### src/rtl/clock_div.sv
// rtl/clock_div.sv - programmable 50% duty clock divider, half-period = div clk cycles
// Optional macro CLOCK_DIV_TICK_EN adds a registered one-cycle tick on each clock_out rise.
module clock_div #(
  parameter int WIDTH = 26
) (
  input  logic             clk,
  input  logic             rst,
  input  logic [WIDTH-1:0] div,
  output logic             clock_out
`ifdef CLOCK_DIV_TICK_EN
  ,
  output logic             tick
`endif
);

  logic [WIDTH-1:0] cnt_q, cnt_d;
  logic [WIDTH-1:0] div_q, div_d;
  logic             out_q, out_d;
  logic             idle;
  logic             last;

  assign idle = (div_q == '0);
  assign last = (cnt_q == div_q - WIDTH'(1));

  // The divisor is only sampled at a half-period boundary (or while idle), so a
  // change never truncates or stretches the half-period in progress.
  always_comb begin
    cnt_d = cnt_q;
    div_d = div_q;
    out_d = out_q;
    if (idle) begin
      div_d = div;
      cnt_d = '0;
      out_d = 1'b0;
    end else if (last) begin
      cnt_d = '0;
      out_d = ~out_q;
      div_d = div;
    end else begin
      cnt_d = cnt_q + WIDTH'(1);
    end
  end

  always_ff @(posedge clk or posedge rst) begin
    if (rst) begin
      cnt_q <= '0;
      div_q <= '0;
      out_q <= 1'b0;
    end else begin
      cnt_q <= cnt_d;
      div_q <= div_d;
      out_q <= out_d;
    end
  end

  assign clock_out = out_q;

`ifdef CLOCK_DIV_TICK_EN
  logic tick_q, tick_d;

  assign tick_d = !idle && last && !out_q;

  always_ff @(posedge clk or posedge rst) begin
    if (rst) begin
      tick_q <= 1'b0;
    end else begin
      tick_q <= tick_d;
    end
  end

  assign tick = tick_q;
`endif

endmodule

### config.mk
export PLATFORM = sky130hd
export DESIGN_NAME = clock_div
export DESIGN_NICKNAME = d
export VERILOG_FILES = /design/src/rtl/clock_div.sv
export SDC_FILE = /design/constraint.sdc
export NUM_CORES = 1
export LEC_CHECK = 0
export CORE_ASPECT_RATIO = 1.75
export CORE_UTILIZATION = 40
export CTS_BUF_LIST = sky130_fd_sc_hd__clkbuf_16
export DETAILED_ROUTE_END_ITERATION = 7
export PLACE_DENSITY = 0.63
export SLEW_MARGIN = 20
export SYNTH_ARGS = -nofsm -noshare
export SYNTH_HDL_FRONTEND = slang
export SYNTH_SLANG_ARGS = --single-unit
### constraint.sdc
create_clock -name clk -period 3.5 [get_ports clk]
set_clock_uncertainty 0.1 [all_clocks]
set_input_delay 0.525 -clock clk [delete_from_list [all_inputs] [get_ports clk]]
set_output_delay 0.525 -clock clk [all_outputs]
set_load 0.01 [all_outputs]
### Yosys cells after proc, flatten, opt, wreduce, memory -nomap -nowiden

Index checks and enable logic that the tools add are counted.

* logic and storage cells: 15
* bits in read-only memories: 0
* output and inout port bits: 1
* memories kept: 0
* bits of input ports: 28
* latch bits: 0
* register bits: 53
* memory bits (writable): 0

* multipliers: 0
* bitwise logic cells: 1
* mux-type cells: 6
* shift operators: 0
* divide/modulo/power cells: 0
* magnitude comparators: 0
* reductions and logical operators: 2
* equality and inequality tests: 1
* add/sub/neg operators: 2

Operators by type and width (number)
* $mux 26: 4
* $add 26x1->26 const B: 1
* $eq 26x26->1: 1
* $logic_not 26->1: 1
* $sub 26x1->26 const B: 1
* $mux 1: 2
* $reduce_bool 2->1: 1
* $not 1->1: 1

### Logic depth before layout (Yosys ltp)

* depth after elaboration: 4
* gate-level depth with buffers: 13
* depth with buffers taken out: 10

### Worst setup path after synthesis

No wires, ideal clock.

* kind: register to register
* from: register div_q[0]
* to: register div_q[13]
* clock period less this slack: 3099 ps
* cell stages (with the launch flop): 13
* slack: 401 ps
* data required time: 3273 ps
* setup time: 127 ps
* arrival time: 2872 ps
* path buffers: 2
* path through: dfrtp_1 > inv_1 > ha_1 > nor4b_1 > nand4_1 > or3_1 > o21ai_0 > nand3_1 > nor4_2 > a31o_1 > buf_6 > buf_8 > mux2_1

* cells in the longest elaborated chain, start to end: 3
* elaborated cells on any way between the ends: 5
* those cells by class: add/sub: 1; eq/ne: 1; mux: 1; reduce/logical: 2

Ends and longest elaborated chain
* start, declared: RTL line 17 `logic [WIDTH-1:0] div_q, div_d;`
* start signal, assigned: RTL line 51 `div_q <= div_d;`
* $sub 26x1->26: RTL line 23 `assign last = (cnt_q == div_q - WIDTH'(1));`
* $eq 26x26->1: RTL line 23
* $reduce_bool 2->1 (no line)

Parallel ways exist; a longest one is shown, timed or not.
A chain may end at the register's enable or synchronous reset.

### Final worst setup path

* from: register div_q[0]
* to: register div_q[10]

The elaborated chain is that of the path after synthesis.

==> impl_metrics.tcl <==
set metrics [dict create \
    run_status "complete, but fails checks" \
    violations_in_the_final_reports "design-rule violations" \
    drv_slew 0 \
    fin_crit_sh_pct 93.8 \
    crit_family "simple AND/OR/NAND/NOR gates" \
    grt.overflow.total 0 \
    path_clk_slew_ns 0.07 \
    hold_wc_path_type "reg2reg" \
    report.final.hold_viol_count 0 \
    vias_per_cell 5.58 \
    finalWeightedCongestion 0.892 \
    global_route_wire_length_before_repair_um 12800 \
    timing.final.crit_period_ns 3.28 \
    final_cell_mix "sky130_fd_sc_hd__dfrtp_1 (53), sky130_fd_sc_hd__xnor2_1 (42), sky130_fd_sc_hd__nor2_1 (42)" \
    timing_worst_slew_pin_value_ns 0.671 \
    p_sw_share_pct 22.8 \
    fmax_mhz 305 \
    wl_um 7490 \
    irDropWorstVdd_uv 197 \
    syn_to_final_growth_pct 17.6 \
    dr.pass1.iters 6 \
    coreArea_sq_um 7960 \
    cts_resized 0 \
    synth.avg_cell_area_sq_um 10.0 \
    synth_compound_gate_area_share_pct 9.03 \
    critical-path-max-stage-delay_ns 0.43 \
    critPathCaptureType "register" \
    die_area_sq_um 8590 \
    path_buf_inv 3 \
    power_frac_seq_pct 48.5 \
    pwr-share-clk_pct 41.8 \
    data_arrival_critical_path_ns 3.36 \
    totalNegativeSetupSlack_ns 0 \
    criticalPathCategory "reg2reg" \
    dr.first_iter.drc_count 121 \
    yosysUniqueCellTypes 54 \
    finalNetCount 391 \
    floorplan.die.width_um 70.5 \
    synth-seq-cells 53 \
    required_ns 3.58 \
    dpl.hpwl_um 5690 \
    drcViolationCount 2 \
    share_comb_of_total_power_pct 9.7 \
    most_common_cell_after_layout_fill_and_taps_aside "sky130_fd_sc_hd__dfrtp_1" \
    leakagePower_nw 1.56 \
    synth_xor_xnor_area_share_pct 16.4 \
    grt_pass1_vias 2624 \
    final_core_util_pct 48.5 \
    cts_hold_buffers 0 \
    post_cts.repair.setup_buffers 0 \
    ctsHtreeMaxLevel 2 \
    cts-buffers-inserted 5 \
    total_number_of_clock_tree_sinks 53 \
    place_ws_ns 0.181 \
    synth_area_leaders "sky130_fd_sc_hd__dfrtp_1 (40%), sky130_fd_sc_hd__xnor2_1 (11%), sky130_fd_sc_hd__nor2_1 (4.8%)" \
    switchingPower_w 0.000306 \
    placed_cells 444 \
    cpMaxStageDelayCell "sky130_fd_sc_hd__dfrtp_1" \
    tritoncts "yes" \
    chip_height_um 122 \
    power_density_nw_per_um2 348 \
    grt_util_all_layers_pct 19.3 \
    port-buffer-count 28 \
    fillers 752 \
    netlist.area_leader.share_pct 40.4 \
    routed_wire_length_per_instance_um 16.6 \
    synth_seq_area_share_pct 40.4 \
    internal_power_w 0.00104 \
    cts.path.max_buffers 2 \
    pin_count 29 \
    report.final.setup_viol 0 \
    synth.net_count 358 \
    synth_top_family_by_area "simple AND/OR/NAND/NOR gates" \
    path_cells "inv_1 > ha_1 > nor4b_2 > buf_4 > nand4_1 > or3_1 > o21ai_0 > nand3_1 > nor4_4 > a31o_2 > buf_12 > mux2_2" \
    layout_setup_ws_ns 0.217 \
    synth.area.mux_share_pct 7.66 \
    rsz0062_at_grt "false" \
    worst_slew_margin_rel_pct 55.2 \
    post_route_cells_drive_above_1_share_pct 12.2 \
    synth_adder_area_share_pct 0.762 \
    worstSkewPairLatency_ns 0.30 \
    commonest_register_cell_after_synthesis "sky130_fd_sc_hd__dfrtp_1" \
    routed-via-count 2520 \
    yosys.area.top_type "sky130_fd_sc_hd__dfrtp_1" \
    grt_antenna_before_repair 0 \
    maximum_number_of_pins_on_one_net_before_global_route_repair 54 \
    floorplan.initialDensity_pct 41.2 \
    maxCapViolations 0 \
    post_synthesis_instance_total 328 \
    synth_enable_flop_cells 0 \
    synthSimpleGateAreaFrac_pct 21.4 \
    drt.antenna.violating_nets 0 \
    synthArstFlopShare_pct 100 \
    ys.warnings.count 0 \
    startpoint_type "register" \
    stdcell_count 452 \
    diodes 0 \
    clock-root-buffer "sky130_fd_sc_hd__clkbuf_16" \
    fp-row-count 43 \
    cp_max_fo 27 \
    post_synth_instance_area_sq_um 3280 \
]
## state kept, by name, summed over array words and instances (netlist names)
name       cells
div_q         26
clock_out      1
cnt_q         26
## power by group through the flow
stage               clock, W  sequential (W)  combinational (W)
floorplan                  0        0.000655          0.0000784
global placement           0        0.000663           0.000128
detailed placement         0        0.000663           0.000130
CTS                 0.000575        0.000652           0.000130
global route        0.000600        0.000655           0.000143
finish              0.000561        0.000652           0.000130
## cells in the mapped netlist (6+ instances only)
library cell	count
sky130_fd_sc_hd__xnor2_1	42
sky130_fd_sc_hd__nor3_1	10
sky130_fd_sc_hd__xor2_1	17
sky130_fd_sc_hd__nand3_1	15
sky130_fd_sc_hd__nor4_1	6
sky130_fd_sc_hd__dfrtp_1	53
sky130_fd_sc_hd__nand4_1	6
sky130_fd_sc_hd__nand2_1	16
sky130_fd_sc_hd__inv_1	8
sky130_fd_sc_hd__mux2_4	10
sky130_fd_sc_hd__and3_1	9
sky130_fd_sc_hd__a22o_1	9
sky130_fd_sc_hd__nor2_1	42
sky130_fd_sc_hd__a21oi_1	7
## metrics by stage
stage / instance area (sq um) / hold WS (ns) / total power [W]
after floorplan: 3280 / 0.384 / 0.000734
after global placement: 3670 / 0.438 / 0.000791
after detailed placement: 3670 / 0.437 / 0.000793
after CTS: 3840 / 0.447 / 0.00136
after global routing: 3860 / 0.488 / 0.00140
final: 3860 / 0.441 / 0.00134
## area by class of cell
class / count / area [sq um] / share of cell area, %
Tap cell: 90 / 113 / 2.92
Clock buffer: 5 / 125 / 3.24
Inverter: 8 / 32.5 / 0.842
Multi-Input combinational cell: 254 / 1840 / 47.6
Timing Repair Buffer: 39 / 388 / 10.0
Sequential cell: 53 / 1330 / 34.3
Clock inverter: 3 / 41.3 / 1.07
## routing by layer
layer	share of wire (%)	up-vias	global-route usage (%)
met5	0	-	0
met4	3.3	0	10.2
met3	2.3	13	2.98
met2	55	42	35.4
met1	39	1241	21.2
li1	-	1224	-
## cell families (layout without fill, tap and decap cells)
| logic type | after synthesis | after routing |
|---|---|---|
| simple gates | 133 | 133 |
| buf+inv | 21 | 55 |
| xor+xnor | 60 | 60 |
| mux | 19 | 19 |
| fa+ha+maj | 2 | 2 |
| flops | 53 | 53 |
| compound gates | 40 | 40 |
## worst reg2reg max path, stage by stage, from the launching register on
cell and delay, ns:
sky130_fd_sc_hd__dfrtp_1 0.43, sky130_fd_sc_hd__inv_1 0.08, sky130_fd_sc_hd__ha_1 0.19, sky130_fd_sc_hd__nor4b_2 0.21, sky130_fd_sc_hd__buf_4 0.16, sky130_fd_sc_hd__nand4_1 0.12
sky130_fd_sc_hd__or3_1 0.40, sky130_fd_sc_hd__o21ai_0 0.22, sky130_fd_sc_hd__nand3_1 0.15, sky130_fd_sc_hd__nor4_4 0.27, sky130_fd_sc_hd__a31o_2 0.27, sky130_fd_sc_hd__buf_12 0.21
sky130_fd_sc_hd__mux2_2 0.36
## worst paths after layout
kind                           from  cells after the start        end  slack [ns]
setup / recovery           div_q[0]                     12  div_q[10]        0.22
setup reg to reg           div_q[0]                     12  div_q[10]        0.22
hold / removal             cnt_q[0]                      1   cnt_q[0]        0.44
max in group asynchronous       rst                      2  cnt_q[13]        2.25
min in group asynchronous       rst                      2  div_q[22]        0.57
hold reg to reg            cnt_q[0]                      1   cnt_q[0]        0.44
No activity file was read; power rests on OpenSTA's default activity.
